--- config.mk ---
export PLATFORM = sky130hd
export DESIGN_NAME = decode_hazard_unit
export DESIGN_NICKNAME = d
export VERILOG_FILES = /design/src/rtl/decode_hazard_unit_pkg.sv /design/src/rtl/decode_hazard_unit_sb_match.sv /design/src/rtl/decode_hazard_unit.sv
export SDC_FILE = /design/constraint.sdc
export NUM_CORES = 1
export LEC_CHECK = 0
export BUFFER_PORTS_ARGS = -buffer_cell sky130_fd_sc_hd__buf_4
export CELL_PAD_IN_SITES_DETAIL_PLACEMENT = 1
export CELL_PAD_IN_SITES_GLOBAL_PLACEMENT = 1
export CORE_MARGIN = 2
export CORE_UTILIZATION = 36
export CTS_CLUSTER_SIZE = 28
export DETAILED_ROUTE_END_ITERATION = 12
export GPL_TIMING_DRIVEN = 0
export PLACE_DENSITY = 0.73
export RECOVER_POWER = 50
export SYNTH_ARGS = -nofsm -noshare
export SYNTH_HDL_FRONTEND = slang
export SYNTH_SLANG_ARGS = --single-unit
--- constraint.sdc ---
create_clock -name clk -period 1.6 [get_ports clk]
set_clock_uncertainty 0.05 [all_clocks]
set_input_delay 0.16 -clock clk [delete_from_list [all_inputs] [get_ports clk]]
set_output_delay 0.16 -clock clk [all_outputs]
set_load 0.01 [all_outputs]
--- src/rtl/decode_hazard_unit_pkg.sv ---
// Shared decode-stage pipeline definitions: hazard FSM states, scoreboard
// entry layout, drain depth and the NOP control word used by the ID/EX bubble mux.
package decode_hazard_unit_pkg;

    typedef enum logic [1:0] {
        ST_RUN    = 2'd0,
        ST_DRAIN  = 2'd1,
        ST_HALTED = 2'd2
    } hz_state_t;

    typedef struct packed {
        logic       valid;
        logic [2:0] dst;
    } sb_entry_t;

    // Cycles spent in DRAIN after entry before HALTED: lets the halting
    // instruction walk through EX, MEM and WB.
    localparam logic [1:0] DRAIN_DEPTH = 2'd2;

    typedef struct packed {
        logic reg_wr;
        logic mem_wr;
        logic mem_rd;
        logic dump;
        logic err;
    } idex_ctrl_t;

    localparam idex_ctrl_t IDEX_NOP_CTRL = '0;

    function automatic logic entry_hit(input sb_entry_t e, input logic [2:0] r);
        return e.valid && (e.dst == r);
    endfunction

endpackage

--- src/rtl/decode_hazard_unit_sb_match.sv ---
// Compares one decode source register against the in-flight scoreboard entries.
module sb_match
    import decode_hazard_unit_pkg::*;
#(
    parameter bit CHECK_WB = 1'b0
) (
    input  logic [2:0] i_src_num,
    input  logic       i_src_used,
    input  sb_entry_t  i_ex,
    input  sb_entry_t  i_mem,
    input  sb_entry_t  i_wb,
    output logic       o_hit
);

    always_comb begin
        o_hit = i_src_used &&
                (entry_hit(i_ex, i_src_num) ||
                 entry_hit(i_mem, i_src_num) ||
                 (CHECK_WB && entry_hit(i_wb, i_src_num)));
    end

endmodule

--- src/rtl/decode_hazard_unit.sv ---
// Decode-stage RAW hazard detection, halt/error drain sequencing and
// PC / IF/ID / ID/EX pipeline control for a non-forwarding pipeline.
module decode_hazard_unit
    import decode_hazard_unit_pkg::*;
#(
    parameter bit WB_BYPASS = 1'b1
) (
    input  logic        clk,
    input  logic        rst,
    input  logic        id_valid,
    input  logic [2:0]  id_rs_num,
    input  logic        id_rs_used,
    input  logic [2:0]  id_rt_num,
    input  logic        id_rt_used,
    input  logic        id_wr_en,
    input  logic [2:0]  id_dst_num,
    input  logic        id_halt,
    input  logic        id_err,
    input  logic        ex_redirect,
    output logic        pc_en,
    output logic        ifid_en,
    output logic        ifid_flush,
    output logic        idex_en,
    output logic        idex_bubble,
    output logic        halted,
    output logic        err_sticky,
    output logic [15:0] stall_cnt
);

    sb_entry_t   r_sb_ex;
    sb_entry_t   r_sb_mem;
    sb_entry_t   r_sb_wb;
    hz_state_t   r_state;
    hz_state_t   w_state_nxt;
    logic [1:0]  r_drain_cnt;
    logic [1:0]  w_drain_cnt_nxt;
    logic        r_err_sticky;
    logic [15:0] r_stall_cnt;

    logic        w_rs_hit;
    logic        w_rt_hit;
    logic        w_raw;
    logic        w_run;
    logic        w_accept;
    logic        w_stall;

    sb_match #(.CHECK_WB(!WB_BYPASS)) u_rs_match (
        .i_src_num  (id_rs_num),
        .i_src_used (id_rs_used),
        .i_ex       (r_sb_ex),
        .i_mem      (r_sb_mem),
        .i_wb       (r_sb_wb),
        .o_hit      (w_rs_hit)
    );

    sb_match #(.CHECK_WB(!WB_BYPASS)) u_rt_match (
        .i_src_num  (id_rt_num),
        .i_src_used (id_rt_used),
        .i_ex       (r_sb_ex),
        .i_mem      (r_sb_mem),
        .i_wb       (r_sb_wb),
        .o_hit      (w_rt_hit)
    );

    always_comb begin
        w_raw    = id_valid && (w_rs_hit || w_rt_hit);
        w_run    = (r_state == ST_RUN);
        w_accept = id_valid && !w_raw && !ex_redirect && w_run;
        // A redirect squashes the decode slot, so its hazard is not a stall.
        w_stall  = w_raw && !ex_redirect && w_run;
    end

    always_comb begin
        pc_en           = 1'b1;
        ifid_en         = 1'b1;
        ifid_flush      = 1'b0;
        idex_en         = 1'b1;
        idex_bubble     = 1'b0;
        halted          = 1'b0;
        w_state_nxt     = r_state;
        w_drain_cnt_nxt = r_drain_cnt;
        case (r_state)
            ST_RUN: begin
                if (ex_redirect) begin
                    ifid_flush  = 1'b1;
                    idex_bubble = 1'b1;
                end else if (w_raw) begin
                    pc_en       = 1'b0;
                    ifid_en     = 1'b0;
                    idex_bubble = 1'b1;
                end else if (w_accept && (id_halt || id_err)) begin
                    w_state_nxt     = ST_DRAIN;
                    w_drain_cnt_nxt = DRAIN_DEPTH;
                end
            end
            ST_DRAIN: begin
                pc_en       = 1'b0;
                ifid_en     = 1'b0;
                idex_bubble = 1'b1;
                if (r_drain_cnt == 2'd0) begin
                    w_state_nxt = ST_HALTED;
                end else begin
                    w_drain_cnt_nxt = r_drain_cnt - 2'd1;
                end
            end
            ST_HALTED: begin
                pc_en       = 1'b0;
                ifid_en     = 1'b0;
                idex_en     = 1'b0;
                idex_bubble = 1'b1;
                halted      = 1'b1;
            end
            default: begin
                w_state_nxt = ST_RUN;
            end
        endcase
    end

    always_ff @(posedge clk or negedge rst) begin
        if (!rst) begin
            r_sb_ex      <= '0;
            r_sb_mem     <= '0;
            r_sb_wb      <= '0;
            r_state      <= ST_RUN;
            r_drain_cnt  <= '0;
            r_err_sticky <= 1'b0;
            r_stall_cnt  <= '0;
        end else begin
            r_sb_wb       <= r_sb_mem;
            r_sb_mem      <= r_sb_ex;
            r_sb_ex.valid <= id_valid && id_wr_en && w_accept;
            r_sb_ex.dst   <= id_dst_num;
            r_state       <= w_state_nxt;
            r_drain_cnt   <= w_drain_cnt_nxt;
            if (w_accept && id_err) begin
                r_err_sticky <= 1'b1;
            end
            if (w_stall && (r_stall_cnt != '1)) begin
                r_stall_cnt <= r_stall_cnt + 16'd1;
            end
        end
    end

    assign err_sticky = r_err_sticky;
    assign stall_cnt  = r_stall_cnt;

endmodule

# Word-level counts from Yosys, hierarchy flattened
# Cells that the tools add are included.
word_totals:
  reg_bits: 29
  latchBits: 0
  ramBits: 0
  romBits: 0
  in_bits: 18
  output_inout_bits: 23
  wordCells: 72
  mem_count: 0
op_classes:
  addsub: 2
  mul: 0
  n_div: 0
  magnitude_cmp: 0
  n_eq_ne: 12
  shifts: 0
  n_mux: 20
  n_bitwise: 1
  n_reduce_logical: 29
op_table:
  columns: ["operator", "count"]
  rows:
  - ["1-bit logical AND", 17]
  - ["16-bit by 1-bit adder with 16-bit output (second input constant)", 1]
  - ["2-bit 2-to-1 mux", 8]
  - ["16-bit inequality test (second input constant)", 1]
  - ["3-bit == test", 4]
  - ["5-bit AND reduction", 2]
  - ["1-bit 2-to-1 mux", 8]
  - ["2-bit inequality test (second input constant)", 4]
  - ["2-bit case mux with 3 select lines", 1]
  - ["2-bit logical NOT", 2]
  - ["1-bit logical OR", 4]
  - ["1-bit case mux with 2 select lines", 2]
  - ["2-bit case mux with 2 select lines", 1]
  - ["2-bit by 1-bit == test with 1-bit output (second input constant)", 1]
  - ["2-bit == test (second input constant)", 1]
  - ["1-bit logical NOT", 2]
  - ["2-bit by 1-bit inequality test with 1-bit output (second input constant)", 1]
  - ["2-bit nonzero test", 1]
  - ["2-bit OR reduction", 1]
  - ["2-bit by 1-bit subtractor with 2-bit output (second input constant)", 1]
  - ["1-bit inverter", 1]

# Longest topological paths before layout
logic_depth:
  ltp_word: 15
  mapped_depth: 8
  depth_no_buf: 8

# Hierarchy
# A second synthesis with hierarchy kept.
hier_totals:
  cells_unflattened: 146
  area_unflattened_um2: 1715.4
by_module_without_submodules:
  columns: ["module", "instances", "cells_per_inst", "area_each_um2", "seq_area_each_um2"]
  rows:
  - ["decode_hazard_unit", 1, 128, 1570.3, 825.8]
  - ["sb_match", 2, 9, 72.6, 0.0]

# Least setup slack after synthesis
# Ideal clock, no wire load.
synth_timing:
  path_type: "reg2out"
  from: "register r_sb_ex[0] (netlist name)"
  to: "output port pc_en"
  t_arrival_ps: 1672
  required_time_ps: 1390
  path_slack_ps: -282
  path_stages_with_launch: 8
  n_path_buf: 2
  path_cell_list: "dfrtp_1 xnor2_1 nand4_1 a21boi_2 o21ai_2 buf_6 a21boi_0 buf_4"
synth_between:
  elab_chain_len: 9
  word_cells_on_any_way: 13
  cone_classes: "eq/ne (2); mux (3); reduce/logical (8)"
synth_rtl:
  columns: ["item", "line", "rtl"]
  rows:
  - ["from (decl)", "decode_hazard_unit.sv:30", "sb_entry_t r_sb_ex;"]
  - ["3-bit == test", "decode_hazard_unit_pkg.sv:31", "return e.valid && (e.dst == r);"]
  - ["1-bit logical AND", "decode_hazard_unit_pkg.sv:31", null]
  - ["1-bit logical OR", "decode_hazard_unit_sb_match.sv:17", "(entry_hit(i_ex, i_src_num) ||"]
  - ["1-bit logical AND", "decode_hazard_unit_sb_match.sv:16", "o_hit = i_src_used &&"]
  - ["1-bit logical OR (*)", "decode_hazard_unit.sv:66", "w_raw = id_valid && (w_rs_hit || w_rt_hit);"]
  - ["1-bit logical AND (*)", "decode_hazard_unit.sv:66", null]
  - ["1-bit 2-to-1 mux (*) (2 in a row)", null, null]
  - ["1-bit case mux with 2 select lines (*)", null, null]
  - ["to (decl)", "decode_hazard_unit.sv:20", "output logic pc_en,"]
# Mark *: on every way between the ends. The rest lies on a longest branch, timed or not.

# Worst setup path in the final report
layout_timing:
  from: "register r_sb_mem[1] (netlist name)"
  to: "register r_stall_cnt[13] (netlist: stall_cnt[13])"
layout_between:
  elab_chain_len: 9
  word_cells_on_any_way: 13
  cone_classes: "eq/ne (2); reduce/logical (11)"
layout_rtl:
  columns: ["item", "line", "rtl"]
  rows:
  - ["from (decl)", "decode_hazard_unit.sv:31", "sb_entry_t r_sb_mem;"]
  - ["from (signal assigned)", "decode_hazard_unit.sv:130", "r_sb_mem <= r_sb_ex;"]
  - ["3-bit == test", "decode_hazard_unit_pkg.sv:31", null]
  - ["1-bit logical AND", "decode_hazard_unit_pkg.sv:31", null]
  - ["1-bit logical OR", "decode_hazard_unit_sb_match.sv:17", null]
  - ["1-bit logical AND", "decode_hazard_unit_sb_match.sv:16", null]
  - ["1-bit logical OR (*)", "decode_hazard_unit.sv:66", null]
  - ["1-bit logical AND (*)", "decode_hazard_unit.sv:66", null]
  - ["1-bit logical AND (*) (2 in a row)", "decode_hazard_unit.sv:70", "w_stall = w_raw && !ex_redirect && w_run;"]
  - ["1-bit logical AND (*)", "decode_hazard_unit.sv:138", "if (w_stall && (r_stall_cnt != '1)) begin"]
  - ["to (signal assigned)", "decode_hazard_unit.sv:139", "r_stall_cnt <= r_stall_cnt + 16'd1;"]
  - ["to (decl)", "decode_hazard_unit.sv:38", "logic [15:0] r_stall_cnt;"]
# Marked as above.
# A chain may end at the register's enable or synchronous reset.

==> impl_metrics.ini <==
[placed_design]
place_inst = 231
io_buffers = 40
dp_hpwl_um = 2924
place_congestion = 0.8032

[timing]
setup_ws_ns = -0.6458
setup-violations-final = 25
slew_headroom = 0.7275
fin_crit_sh = 1.404
fmax_mhz = 445.3
tightest_slew_ns = 0.4077
rsz0062_at_grt = true
slew_viol_final = 0
min_period_ns = 2.246
finalHoldViolations = 0

[pwr]
p_leak_nw = 1.293
peakVddDrop_uv = 620.5
p_per_area_nw_per_um2 = 925.2

[detailed_routing]
vias = 1486
drt_iter0_drc = 71
dr.pass1.iters = 4
route.detailed.drc = 0
wirelength_um = 6115
avgViaCountPerCell = 5.404
drtAntennaViolNets = 0
wire_per_inst_um = 22.24

[global_route]
grt_pass1_vias = 1614
grt_pass1_wl_um = 8052
grt_max_degree = 30
grt-ovfl-total = 0
grt_usage = 0.2114
antenna_found_initial = 0

[synthesis]
synth-main-ff-cell = dfrtp_1
synth_seq_cells = 29
synth_top_area_cell = dfrtp_1
syn_area_um2 = 1543
synth_cell_type_count = 37
avgSynthCellArea_um2 = 10.94
synth_edf_count = 0
ys_seq_area_frac = 0.4704
synth-warning-count = 0
synth_area_leaders = dfrtp_1 47%, xor2_1 7.9%, xnor2_1 7.4%
netlist_instances = 141
synth_top_area_share = 0.4704
synthArstFlopShare = 1.000
synth_fp_nets = 165

[critical_path]
cp_cell_sequence = xnor2_1, nand4_1, a21boi_2, o21ai_4, buf_6, buf_12, buf_12, nor4_4, xor2_1
cp_max_fo = 5
r2r_end = stall_cnt[13]
cpMostUsedCell = buf_12
crit_path_end = stall_cnt[13]
crit_required_ns = 1.74
cp-start-kind = flip-flop
crit_path_end_kind = flip-flop
slowest_delay_ns = 0.42
criticalPathCategory = reg -> reg
cp.depth = 9
worstPathArrival_ns = 2.38
cpLargestDelayFamily = XOR/XNOR gates
critPathLaunch = r_sb_mem[1]
reg2reg_depth = 9
r2r-start = r_sb_mem[1]
critPathBufInv = 3
critPathSlowestCell = dfrtp_1
ff2ff_setup_slack_ns = -0.65

[floorplan]
row_count = 23
die_w_um = 69.46
die_h_um = 69.46
core_area_um2 = 4058
start_util = 0.3802
boundaryPins = 41
die_area_um2 = 4825

[layout]
area_delta_synth_final_pct = 78.43
antenna_cells = 0
final_util = 0.6784
final_nets = 248
instances_no_fill = 275
drive_above_1_share = 0.5822
num-fill-cells = 407

[clocking]
clock-sinks = 29
clockBufferDepth = 2
cts_tree = built
htree_levels = 2
root_buffer = clkbuf_8
clkLatencyLatePin_ns = 0.29
cts_buffers = 5
clkSlewWorstSetupHoldPaths_ns = 0.07

[min_path]
worst_hold_path_type = in -> reg

[outcome]
violations = setup timing
status = finished with violations

[run]
drv_cap = 0
-- per-stage QoR --
| step | power (W) | TNS (ns) | hold slack (ns) | area (µm²) | setup slack (ns) |
|---|---|---|---|---|---|
| 6_report | 0.002547 | -10.39 | 0.04105 | 2753 | -0.6458 |
| 5_1_grt | 0.002674 | -11.90 | 0.04434 | 2753 | -0.6939 |
| 4_1_cts | 0.002349 | -6.357 | 0.04173 | 2470 | -0.4956 |
| 3_5_place_dp | 0.001485 | -6.592 | 0.06135 | 1943 | -0.4638 |
| 3_3_place_gp | 0.001447 | -5.128 | 0.05606 | 1943 | -0.4172 |
| 2_1_floorplan | 0.001229 | -1.315 | -0.1856 | 1580 | -0.1823 |
-- cell usage in the layout (no fill, tap or decap), drive strengths merged --
| cell type | instances |
|---|---|
| dlygate4sd3 | 4 |
| and4 | 2 |
| buf | 74 |
| xnor2 | 13 |
| clkinv | 1 |
| nor4 | 5 |
| nor2b | 1 |
| nand3 | 4 |
| inv | 6 |
| o21ai | 2 |
| or4b | 1 |
| dfrtp | 29 |
| a211oi | 1 |
| or2 | 1 |
| o31ai | 2 |
| a21boi | 3 |
| ha | 6 |
| nor3 | 6 |
| nand2 | 7 |
| a31oi | 1 |
| mux2 | 1 |
| and2 | 3 |
| xor2 | 14 |
| nor2 | 6 |
| nand4 | 6 |
| a311o | 1 |
| bufinv | 1 |
| and3 | 3 |
| nor3b | 2 |
| a21o | 1 |
| nor4b | 3 |
| a311oi | 1 |
| nand2b | 1 |
| clkbuf | 7 |
| a21oi | 6 |
-- Yosys cell counts, types with 2 or more instances --
library cell,count
xor2_1,14
a21oi_1,6
a21boi_2,2
nand4_1,6
and3_1,3
ha_1,6
inv_1,6
nor3_1,5
nor2_1,6
xnor2_1,13
dfrtp_1,29
nand2_1,6
nor4_1,4
nor4b_1,3
nand3_1,4
o31ai_1,2
nor3b_1,2
and4_1,2
buf_6,2
and2_1,3
-- cells by family after synthesis --
kind of cell | count (synthesis) | synth area share
flops | 29 | 0.4704
mux | 1 | 0.007299
xor+xnor | 27 | 0.1533
fa+ha+maj | 6 | 0.04866
simple gates | 51 | 0.2028
buf+inv | 9 | 0.03406
compound gates | 18 | 0.08354
-- how the worst min path moves through the flow --
stage / start / endpoint / slack [ns] / depth (start not counted)
after floorplan: rst / err_sticky / -0.19 / 0
after global placement: rst / stall_cnt[0] / 0.06 / 1
after detailed placement: rst / stall_cnt[0] / 0.06 / 1
after CTS: id_wr_en / r_sb_ex[3] / 0.04 / 2
after global routing: id_wr_en / r_sb_ex[3] / 0.04 / 2
final: id_wr_en / r_sb_ex[3] / 0.04 / 2
-- worst reg2reg max path, delay by kind of cell, from the launching register on --
family	cells	cell delay, ns
XOR/XNOR	2	0.47
AND/OR/NAND/NOR	2	0.43
flip-flops	1	0.42
AO/OA/AOI/OAI	2	0.39
buffers and inverters	3	0.39
-- layer usage --
layer | vias to the layer above | part of all wire | track usage
li1 | 672 | - | -
met1 | 755 | 0.39 | 0.2461
met2 | 41 | 0.55 | 0.3771
met3 | 18 | 0.038 | 0.05959
met4 | 0 | 0.027 | 0.06100
met5 | - | 0 | 0
-- sequential cells by signal, indices dropped and copies added (netlist names) --
signal       count
r_sb_mem         4
r_state          2
stall_cnt       16
r_sb_ex          4
r_drain_cnt      2
err_sticky       1
-- layout make-up --
| class | instances | area, µm² | area share |
|---|---|---|---|
| flip-flops and latches | 29 | 728.2 | 0.2645 |
| repair buffers | 76 | 684.4 | 0.2486 |
| well taps | 50 | 62.56 | 0.02273 |
| clock inverters | 2 | 35.03 | 0.01273 |
| clock buffers | 6 | 72.57 | 0.02636 |
| plain buffers | 3 | 33.78 | 0.01227 |
| multi-input cells | 103 | 1114 | 0.4045 |
| inverters | 6 | 22.52 | 0.008182 |
-- timing repair --
item / in CTS / in global routing
hold buffers: 4 / 0
pin swaps: 24 / 39
gates resized for setup: 41 / 36
buffers inserted: 17 / 15
endpoints found under the setup margin: 23 / 25
cloned: 1 / 1
endpoints found under the hold margin: 32 / 0
-- report_power, final --
part | switching [W] | internal [W] | leakage [nW] | total, W
sequential | 0.0000670 | 0.000798 | 0.376 | 0.000865
combinational | 0.000453 | 0.000452 | 0.862 | 0.000905
clock | 0.000315 | 0.000462 | 0.0552 | 0.000777
total | 0.000834 | 0.00171 | 1.29 | 0.00255
(Power assumes the default switching activity.)
